[config.mk]
export PLATFORM = sky130hd
export DESIGN_NAME = prince_sbox_cms_compress
export DESIGN_NICKNAME = d
export VERILOG_FILES = /design/src/rtl/prince_cms_pkg.sv /design/src/rtl/prince_cms_compress_xor.sv /design/src/rtl/prince_sbox_cms_compress.sv
export SDC_FILE = /design/constraint.sdc
export NUM_CORES = 1
export LEC_CHECK = 0
export BUFFER_PORTS_ARGS = -buffer_cell sky130_fd_sc_hd__buf_2
export CORE_UTILIZATION = 45
export CTS_BUF_LIST = sky130_fd_sc_hd__clkbuf_8
export CTS_CLUSTER_DIAMETER = 150
export DETAILED_ROUTE_END_ITERATION = 10
export HOLD_SLACK_MARGIN = 0.02
export PLACE_DENSITY_LB_ADDON = 0.1
export SLEW_MARGIN = 10
export SYNTH_ARGS = -nofsm -noshare
export SYNTH_HDL_FRONTEND = slang
export SYNTH_SLANG_ARGS = --single-unit
[constraint.sdc]
create_clock -name clk -period 4.9 [get_ports clk]
set_clock_uncertainty 0.1 [all_clocks]
set_input_delay 0.49 -clock clk [delete_from_list [all_inputs] [get_ports clk]]
set_output_delay 0.49 -clock clk [all_outputs]
set_load 0.01 [all_outputs]
[src/rtl/prince_cms_pkg.sv]
// Shared sizing for the PRINCE CMS S-box datapath and the term-to-share
// grouping used when compressing CMS output terms.
package prince_cms_pkg;

    localparam int NBITS   = 4;
    localparam int NTERMS  = 8;
    localparam int NSHARES = 3;
    localparam int NNIB    = 16;
    localparam int IDXW    = $clog2(NNIB);

    // Term t of a bit folds into output share share_of(t).
    function automatic int share_of(input int t);
        return (t * NSHARES) / NTERMS;
    endfunction

    function automatic logic [NTERMS-1:0] share_mask(input int s);
        logic [NTERMS-1:0] m;
        m = '0;
        for (int t = 0; t < NTERMS; t++) begin
            if (share_of(t) == s) begin
                m = m | (NTERMS'(1) << t);
            end
        end
        return m;
    endfunction

endpackage

[src/rtl/prince_cms_compress_xor.sv]
// Combinational XOR tree folding the CMS terms of one S-box output bit
// into NSHARES shares.
module prince_cms_compress_xor
    import prince_cms_pkg::*;
(
    input  logic [NTERMS-1:0]  terms,
    output logic [NSHARES-1:0] shares
);

    for (genvar s = 0; s < NSHARES; s++) begin : g_share
        assign shares[s] = ^(terms & share_mask(s));
    end

endmodule

[src/rtl/prince_sbox_cms_compress.sv]
// Glitch-barrier register for the CMS S-box terms, followed by XOR
// compression to three shares per bit and a registered nibble output.
module prince_sbox_cms_compress
    import prince_cms_pkg::*;
(
    input  logic                      clk,
    input  logic                      rst_n,
    input  logic                      flush,
    input  logic                      in_valid,
    output logic                      in_ready,
    input  logic [NBITS*NTERMS-1:0]   in_terms,
    output logic                      out_valid,
    input  logic                      out_ready,
    output logic [NBITS*NSHARES-1:0]  out_shares,
    output logic                      out_last,
    output logic [IDXW-1:0]           out_idx
);

    logic                     valid_a;
    logic                     valid_b;
    logic [NBITS*NTERMS-1:0]  term_q;
    logic [NBITS*NSHARES-1:0] shares_q;
    logic [NBITS*NSHARES-1:0] shares_d;
    logic [IDXW-1:0]          idx;
    logic                     advance_a;
    logic                     advance_b;
    logic                     accept;
    logic                     out_fire;

    // A transfer happens on a rising edge where valid and ready are both high;
    // a producer holds valid and data stable until then, and ready never
    // depends on valid of the same interface.
    assign advance_b = !valid_b || out_ready;
    assign advance_a = valid_a && advance_b;
    assign in_ready  = !valid_a || advance_b;
    assign accept    = in_valid && in_ready;
    assign out_fire  = valid_b && out_ready;

    // Compression reads only the registered terms, never in_terms.
    for (genvar b = 0; b < NBITS; b++) begin : g_bit
        logic [NSHARES-1:0] bit_shares;

        prince_cms_compress_xor u_xor (
            .terms  (term_q[b*NTERMS +: NTERMS]),
            .shares (bit_shares)
        );

        for (genvar s = 0; s < NSHARES; s++) begin : g_map
            assign shares_d[s*NBITS+b] = bit_shares[s];
        end
    end

    always_ff @(posedge clk or negedge rst_n) begin
        if (!rst_n) begin
            valid_a  <= 1'b0;
            valid_b  <= 1'b0;
            idx      <= '0;
            term_q   <= '0;
            shares_q <= '0;
        end else if (flush) begin
            valid_a <= 1'b0;
            valid_b <= 1'b0;
            idx     <= '0;
        end else begin
            if (in_ready) begin
                valid_a <= in_valid;
            end
            if (advance_b) begin
                valid_b <= valid_a;
            end
            if (accept) begin
                term_q <= in_terms;
            end
            if (advance_a) begin
                shares_q <= shares_d;
            end
            if (out_fire) begin
                idx <= (idx == IDXW'(NNIB-1)) ? '0 : idx + 1'b1;
            end
        end
    end

    assign out_valid  = valid_b;
    assign out_shares = shares_q;
    assign out_idx    = idx;
    assign out_last   = valid_b && (idx == IDXW'(NNIB-1));

endmodule

==> metrics, run 1 <==
status completed; post-synthesis sequential area ratio 58.1%; Distinct cells, synth 21; Worst Path Buf+Inv 1; largest net degree at the start of global routing 51; clock network fraction of design power 21.2%; worst rel slew slack 27.4%; Total Nets Final 240; Setup Viol. Count Final 0; Initial Utilization 48.1%; Switching Power 0.283 mW; vias in the first global route 1403; Die Wd 71.2 um; total gr overflow 0; CTS tree built; Mapped Cells 145; layout cells sized above 1 38.6%; post-detail-place hpwl 2.57 mm; Synth Flop Type dfrtp_1; number of port buffers 55; Post-synth top cells dfrtp_1 (50), mux2_1 (30), xnor2_1 (16), mux2_2 (14); max cap viols 0; initial antenna violation count 0; Pre-antenna DRT Iters 5; PwrDens 405 mW/mm^2; M2 GR Usage 29.2%; HP Class primary input to async pin; FFs w/ async S/R, synth 100%; wire length per cell 14.4 um; final worst-path cycle share 38.5%; Sw Ratio 27.8%; Cell Chain, Critical Path ha_1 -> and4_1 -> buf_2; mux cell area share after synthesis 23.0%; adder-cell share of the synthesized area 0.581%; delay-heaviest family, CP flip-flops; Iter 0 DRT Violations 40; routing usage on met1 18.4%; largest family of logic cells by synthesized area multiplexers; gr busiest metal met2; Pint 0.737 mW; FP Rows 24; post-synthesis area per instance 14.9 um^2; CP Class flip-flop to output pin; crit-path max FO 6; ranking of synthesized cells by area dfrtp_1 (58%), mux2_1 (16%), mux2_2 (7.3%); CTS Buf Count 5; Worst VDD drop 0.159 mV; CP required 4310 ps; fillers 395; gpl congestion 0.680; Yosys warning total 0; Die H 71.2 um; placed instance area 0.00244 mm^2; area occupied by multi-input gates 848 um^2; Compound-Gate Fraction of Synth Area 1.86%; Mapped Area 0.00215 mm^2; clk sinks 50; Logic pwr share 24.2%; post-synthesis xor/xnor area fraction 8.54%; RSZ-0062 raised after global routing no; crit path capture type output pin; core area 0.00447 mm^2; htree depth 2; vias per cell 5.15; Clk pin slew, worst setup/hold paths 80 ps; DR vias 1308; TNS Setup 0 ps; final count of hold timing violations 0; first-pass GRT wire length 6.29 mm; number of flops mapped to enable cells by yosys 0; Synth top area share 58.1%; Die ar. 0.00507 mm^2; # hold bufs at CTS 0; Seq cells post-synth 50; root buffer cell clkbuf_8; final WL 3.65 mm; Syn Nets 183; finished layout cell area 0.00252 mm^2; n_diodes 0; Worst Max-Slew Pin Slew 1090 ps; leakage 1.17 nW; Reg power frac 54.6%; I/O pins 56; FF+latch area 0.00125 mm^2; crit path launch type flip-flop; # DRC 0; crit path DAT 1300 ps; clk_lat worst skew 290 ps; cts repair resizes 0; Critical Path Max Stage Delay 450 ps; post-synth top area cell dfrtp_1; Post-CTS Setup Inserts 0; clock buffer depth 2; most frequent cell after synthesis dfrtp_1; GRT Total Usage 16.4%; M3 GR Usage 5.41%; area delta synth->final 17.0%; Synth Area in Simple Gates 5.40%; min Tclk post-route 1890 ps; CP max stage cell dfrtp_1; Detail Route Antenna Nets 0; Fmax 530 MHz; fin. max-slew vios 0
[area by class of cell]
cell class | count | area share [%]
inverter | 1 | 0.149
timing repair buffer | 55 | 10.9
clock inverter | 2 | 0.298
multi-input combinational | 89 | 33.7
sequential | 50 | 49.7
clock buffer | 5 | 2.73
tap | 52 | 2.58
[layer usage]
layer  vias to the layer above  part of all wire, %
li1                        608                    -
met1                       657                   42
met2                        38                   51
met3                         5                  5.5
met4                         0                  1.5
met5                         -                    0
[state kept, by name, summed over array words and instances (netlist names)]
register / flops
term_q: 32
out_shares: 12
out_idx: 4
out_valid: 1
valid_a: 1
[worst register-to-register path, delay by kind of cell, from the launching register on]
kind          cells  cell delay [ps]
flops             1              470
mux               1              410
simple gates      2              770
[final timing paths]
path,slack (ps),cells after the start,to,start
setup / recovery,3010,3,out_last,out_idx[0]$_DFFE_PN0P_
hold / removal,300,1,term_q[14]$_DFFE_PN0P_,rst_n
setup reg to reg,3030,3,out_shares[0]$_DFFE_PN0P_,out_valid$_DFFE_PN0P_
hold reg to reg,410,1,out_shares[10]$_DFFE_PN0P_,out_shares[10]$_DFFE_PN0P_
max in group asynchronous,3740,1,out_shares[0]$_DFFE_PN0P_,rst_n
min in group clk,300,2,term_q[11]$_DFFE_PN0P_,in_terms[11]
[stage by stage]
step / worst slack [ps] / power [mW] / utilization (%) / hold WS, ps / std cells
6_report: 3010 / 1.02 / 56.3 / 296 / 254
5_1_grt: 2930 / 1.09 / 56.3 / 289 / 254
4_1_cts: 3010 / 1.04 / 56.3 / 290 / 254
3_5_place_dp: 2850 / 0.820 / 54.6 / 390 / 247
3_3_place_gp: 2900 / 0.803 / 54.6 / 387 / 247
2_1_floorplan: 3310 / 0.715 / - / 94.4 / 145
[power by group through the flow]
stage	sequential (mW)	combinational, mW	clock, mW
after floorplan	0.580	0.135	0
after global placement	0.561	0.242	0
after detailed placement	0.567	0.253	0
after CTS	0.559	0.253	0.229
after global routing	0.572	0.271	0.246
final	0.557	0.247	0.216
[logic make-up after synthesis]
| group | count (synthesis) |
|---|---|
| AO/OA/AOI/OAI | 7 |
| XOR/XNOR | 21 |
| adder cells (fa/ha/maj) | 1 |
| buffers and inverters | 6 |
| flip-flops | 50 |
| multiplexers | 44 |
| AND/OR/NAND/NOR | 16 |
[cell usage in the layout, fill, tap and decap left out]
| master | count |
|---|---|
| inv_1 | 3 |
| nor2_1 | 3 |
| nand2_1 | 4 |
| or3_1 | 1 |
| a21oi_1 | 5 |
| nand3_1 | 3 |
| nor3b_4 | 1 |
| and4_1 | 1 |
| o21ai_0 | 1 |
| and2b_4 | 1 |
| nand3b_2 | 1 |
| clkbuf_8 | 5 |
| nand3b_4 | 1 |
| mux2_2 | 14 |
| dfrtp_1 | 50 |
| buf_2 | 55 |
| xnor2_1 | 16 |
| ha_1 | 1 |
| a311o_1 | 1 |
| xor2_1 | 5 |
| mux2_1 | 30 |
Note: power is estimated with default switching activity, not from simulation.
==> inputs of run 2 (changes only) <==
Clock period 4.9 ns to 1.8 ns, I/O delays scaled along.
==> run 2 against run 1 <==
Effect of this change: the flow now finishes with violations (DRC); clock-buffer cell count up 1; largest cell class unchanged; first-iteration DRC count up 28%; non-clock buffer count up 36.
==> metrics, run 2 (synthesized netlist as in run 1, its figures left out) <==
clk sinks 50 (unchanged); CP required 1880 ps (-2430 ps); CTS tree built; Fmax 613 MHz; area delta synth->final 36.6%; crit path capture type flip-flop; post-placement cell count 250 (+1.2%); Die ar. 0.00507 mm^2 (unchanged); post-route insts no fill 291 (+15%); first-pass GRT wire length 6.91 mm (+9.9%); final count of hold timing violations 0 (unchanged); vias per cell 4.97 (-3.4%); initial antenna violation count 0 (unchanged); worst rel slew slack 63.3% (+36 points); clk_lat worst skew 290 ps (about the same); GRT Total Usage 17.9% (+1.5 points); fillers 347 (-12%); final worst slack 169 ps (-2850 ps); Pre-antenna DRT Iters 7 (+2); RSZ-0062 raised after global routing no; root buffer cell clkbuf_8; Die Wd 71.2 um (unchanged); PwrDens 1030 mW/mm^2 (+150%); Worst VDD drop 0.593 mV (+270%); n_diodes 0 (unchanged); TNS Setup 0 ps (unchanged); CP Class flip-flop to flip-flop; post-placement setup slack 45.5 ps (-2810 ps); FP Rows 24 (unchanged); Iter 0 DRT Violations 51 (+28%); gpl congestion 0.702 (+3.2%); routed wl met2 2.17 mm (+16%); CTS Buf Count 5 (unchanged); total gr overflow 0 (unchanged); post-detail-place hpwl 2.80 mm (+9.1%); status finished with violations; leakage 1.34 nW (+15%); fin. max-slew vios 0 (unchanged); met1 WL 1.70 mm (+12%); clock buffer depth 2 (unchanged); max reg flops 32 (unchanged); max cap viols 0 (unchanged); Post-CTS Setup Inserts 0 (unchanged); crit-path max FO 8 (+2); detailed-routed wire length on met3 196 um (-2.0%); most frequent cells in the layout buf_2 (55), dfrtp_1 (50), dlygate4sd3_1 (33), mux2_1 (30), xnor2_1 (16); Die H 71.2 um (unchanged); wire length per cell 14.1 um (-1.6%); core area 0.00447 mm^2 (unchanged); Most flops, register term_q; crit path launch type flip-flop; most common cell after layout, fill and taps aside buf_2; placed instance area 0.00248 mm^2 (+1.4%); min Tclk post-route 1630 ps; largest net degree at the start of global routing 33 (-35%); crit path DAT 1710 ps (+410 ps); Initial Utilization 48.1% (unchanged); HP Class primary input to flip-flop; Worst Max-Slew Pin Slew 550 ps (-539 ps); final core occ 65.7% (+9.4 points); Hold Worst Slack 76.0 ps (-220 ps); vias in the first global route 1526 (+8.8%); layout cells sized above 1 35.1% (-3.5 points); I/O pins 56 (unchanged); failing checks DRC; Clk pin slew, worst setup/hold paths 90 ps (about the same); htree depth 2 (unchanged); DR vias 1447 (+11%); final WL 4.12 mm (+13%); finished layout cell area 0.00294 mm^2 (+17%); highest routed layer met4; # DRC 4 (+4); Detail Route Antenna Nets 0 (unchanged); final worst-path cycle share 90.6%; Power, Total 3.03 mW (+200%); number of port buffers 55 (unchanged); Setup Viol. Count Final 0 (unchanged); Total Nets Final 277 (+15%)
## run 2: final timing paths
kind | from | to | slack, ps | cells after the start
max in group asynchronous | rst_n | out_shares[5]$_DFFE_PN0P_ | 750 | 3
worst max-delay path | out_valid$_DFFE_PN0P_ | out_shares[11]$_DFFE_PN0P_ | 170 | 4
min in group asynchronous | rst_n | term_q[15]$_DFFE_PN0P_ | 300 | 2
worst min-delay path | flush | out_idx[0]$_DFFE_PN0P_ | 80 | 2
worst max register to register | out_valid$_DFFE_PN0P_ | out_shares[11]$_DFFE_PN0P_ | 170 | 4
worst min register to register | out_shares[2]$_DFFE_PN0P_ | out_shares[2]$_DFFE_PN0P_ | 410 | 1
## run 2: where the power goes
group / internal, mW / total (mW) / leakage (nW) / switching, mW
sequential: 1.37 / 1.50 / 0.599 / 0.138
clock: 0.445 / 0.786 / 0.0573 / 0.341
combinational: 0.439 / 0.741 / 0.687 / 0.302
total: 2.25 / 3.03 / 1.34 / 0.781
## run 2: what timing repair did
item / CTS / global route
setup endpoints to repair: 0 / 27
hold buffers: 33 / 0
resized for setup: 0 / 1
hold endpoints to repair: 55 / 0
## run 2: critical path, cell delays in order (launching register included)
cell,delay [ps]
dfrtp_1,470
and2b_4,210
nor3b_4,180
buf_4,200
mux2_2,350
## run 2: routing by layer
| layer | vias up | GRT usage (%) |
|---|---|---|
| li1 | 686 | - |
| met1 | 715 | 20.3 |
| met2 | 41 | 32.8 |
| met3 | 5 | 4.70 |
| met4 | 0 | 5.33 |
| met5 | - | 0 |
## run 2: layout make-up
type	instances	area [um^2]	area share, %
multi-input combinational	90	868	29.5
clock inverter	1	30.0	1.02
tap	52	65.1	2.21
sequential	50	1250	42.5
timing repair buffer	91	641	21.8
inverter	1	3.75	0.128
clock buffer	6	82.6	2.81
==> inputs of run 3 (changes only) <==
Settings changed: CORE_UTILIZATION 45 to 50, PLACE_DENSITY set to 0.76, PLACE_DENSITY_LB_ADDON 0.1 to not set.
==> run 3 against run 2 <==
Effect of this change: the flow now finishes without violations; sequential share of layout area about the same; flip-flop and latch count unchanged; maximum frequency grew 0.13%; clock power down 0.9%; sequential power is essentially flat; hold slack worse by 5.7 ps; register-to-register slack barely moved; global-route usage up 3.5 points; non-clock buffer count is the same; cell area hardly changed; highest routed layer unchanged.
==> metrics, run 3 (synthesized netlist as in run 1, its figures left out) <==
area occupied by multi-input gates 868 um^2 (unchanged); crit path DAT 1710 ps (about the same); Worst VDD drop 0.748 mV (+26%); htree depth 2 (unchanged); Hold Worst Slack 70.3 ps (-5.71 ps); TNS Setup 0 ps (unchanged); PwrDens 1030 mW/mm^2 (+0.41%); Initial Utilization 53.1% (+4.9 points); Die H 67.6 um (-5.0%); Pre-antenna DRT Iters 4 (-3); max cap viols 0 (unchanged); worst rel slew slack 65.3% (+2.0 points); Worst Max-Slew Pin Slew 520 ps (-30.3 ps); vias per cell 4.91 (-1.3%); final worst-path cycle share 90.5% (-0.12 points); final worst slack 171 ps (+2.17 ps); clock buffer depth 2 (unchanged); RSZ-0062 raised after global routing no; wire length per cell 15.0 um (+6.4%); # DRC 0 (-4); fin. max-slew vios 0 (unchanged); finished layout cell area 0.00294 mm^2 (about the same); gpl congestion 0.714 (+1.8%); post-detail-place hpwl 2.85 mm (+1.7%); first-pass GRT wire length 6.78 mm (-1.9%); CP Class flip-flop to flip-flop; DR vias 1419 (-1.9%); largest net degree at the start of global routing 33 (unchanged); total gr overflow 0 (unchanged); Setup Viol. Count Final 0 (unchanged); Iter 0 DRT Violations 58 (+14%); initial antenna violation count 0 (unchanged); I/O pins 56 (unchanged); status completed; Die ar. 0.00457 mm^2 (-9.7%); placed instance area 0.00248 mm^2 (-0.10%); clk sinks 50 (unchanged); Clk pin slew, worst setup/hold paths 80 ps (about the same); layout cells sized above 1 35.1% (unchanged); final count of hold timing violations 0 (unchanged); Detail Route Antenna Nets 0 (unchanged); crit path capture type flip-flop; Die Wd 67.6 um (-5.0%); HP Class primary input to flip-flop; max reg flops 32 (unchanged); clk_lat worst skew 300 ps (about the same); n_diodes 0 (unchanged); FF+latch area 0.00125 mm^2 (unchanged); crit-path max FO 12 (+4); CTS Buf Count 5 (unchanged); post-placement cell count 248 (-0.80%); final WL 4.35 mm (+5.6%); most common cell after layout, fill and taps aside buf_2; CTS tree built; crit path launch type flip-flop; Most flops, register term_q; area delta synth->final 36.5% (about the same); CP required 1880 ps (about the same); post-route insts no fill 289 (-0.69%); number of port buffers 55 (unchanged); Fmax 614 MHz (+0.13%); Power, Total 3.04 mW (+0.33%); root buffer cell clkbuf_8; fillers 274 (-21%); most frequent cells in the layout buf_2 (55), dfrtp_1 (50), dlygate4sd3_1 (33), mux2_1 (30), xnor2_1 (16); Total Nets Final 277 (unchanged); GRT Total Usage 21.4% (+3.5 points); leakage 1.34 nW (-0.15%); FP Rows 23 (-4.2%); final core occ 72.4% (+6.7 points); vias in the first global route 1546 (+1.3%); post-placement setup slack 65.9 ps (+20.4 ps); min Tclk post-route 1630 ps (-2.17 ps); core area 0.00406 mm^2 (-9.3%)
==> run 3: cell counts in the layout (fill, tap and decap cells not counted) <==
Identical to the previous run, type by type.
==> run 3: final timing paths <==
kind	startpoint	slack [ps]	depth (start not counted)	endpoint
min in group asynchronous	rst_n	280	2	term_q[31]$_DFFE_PN0P_
max in group asynchronous	rst_n	720	3	term_q[10]$_DFFE_PN0P_
setup / recovery	out_valid$_DFFE_PN0P_	170	4	out_shares[10]$_DFFE_PN0P_
hold reg to reg	out_shares[6]$_DFFE_PN0P_	410	1	out_shares[6]$_DFFE_PN0P_
hold / removal	in_valid	70	3	valid_a$_DFFE_PN0P_
setup reg to reg	out_valid$_DFFE_PN0P_	170	4	out_shares[10]$_DFFE_PN0P_
==> run 3: cell type report <==
| type | instances | area share, % |
|---|---|---|
| Sequential cell | 50 | 42.6 |
| Inverter | 1 | 0.128 |
| Timing Repair Buffer | 91 | 21.8 |
| Multi-Input combinational cell | 90 | 29.5 |
| Clock inverter | 1 | 1.02 |
| Clock buffer | 6 | 2.81 |
| Tap cell | 50 | 2.13 |
==> run 3: power breakdown <==
part / internal (mW) / leakage [nW] / total (mW) / switching, mW
logic: 0.439 / 0.685 / 0.745 / 0.307
registers: 1.37 / 0.599 / 1.52 / 0.150
clock network: 0.444 / 0.0573 / 0.779 / 0.335
==> run 3: critical path, stage by stage (launching register included) <==
cell and delay [ps]:
dfrtp_1 470, and2b_4 220, nor3b_4 200, buf_12 180
mux2_2 340
==> run 3: routing by layer <==
layer	wire [um]	global-route usage, %	vias to the layer above	part of all wire [%]
met4	63	8.51	0	1.4
met5	0	0	-	0
met3	189	6.93	5	4.3
met1	1730	22.1	686	40
met2	2370	39.2	43	54
li1	-	-	685	-
==> run 3: what timing repair did <==
| action | 4_1_cts | 5_1_grt |
|---|---|---|
| buffers inserted | 0 | 0 |
| hold endpoints to repair | 53 | 0 |
| hold buffers | 33 | 0 |
| endpoints found under the setup margin | 0 | 28 |
| resized for setup | 0 | 1 |
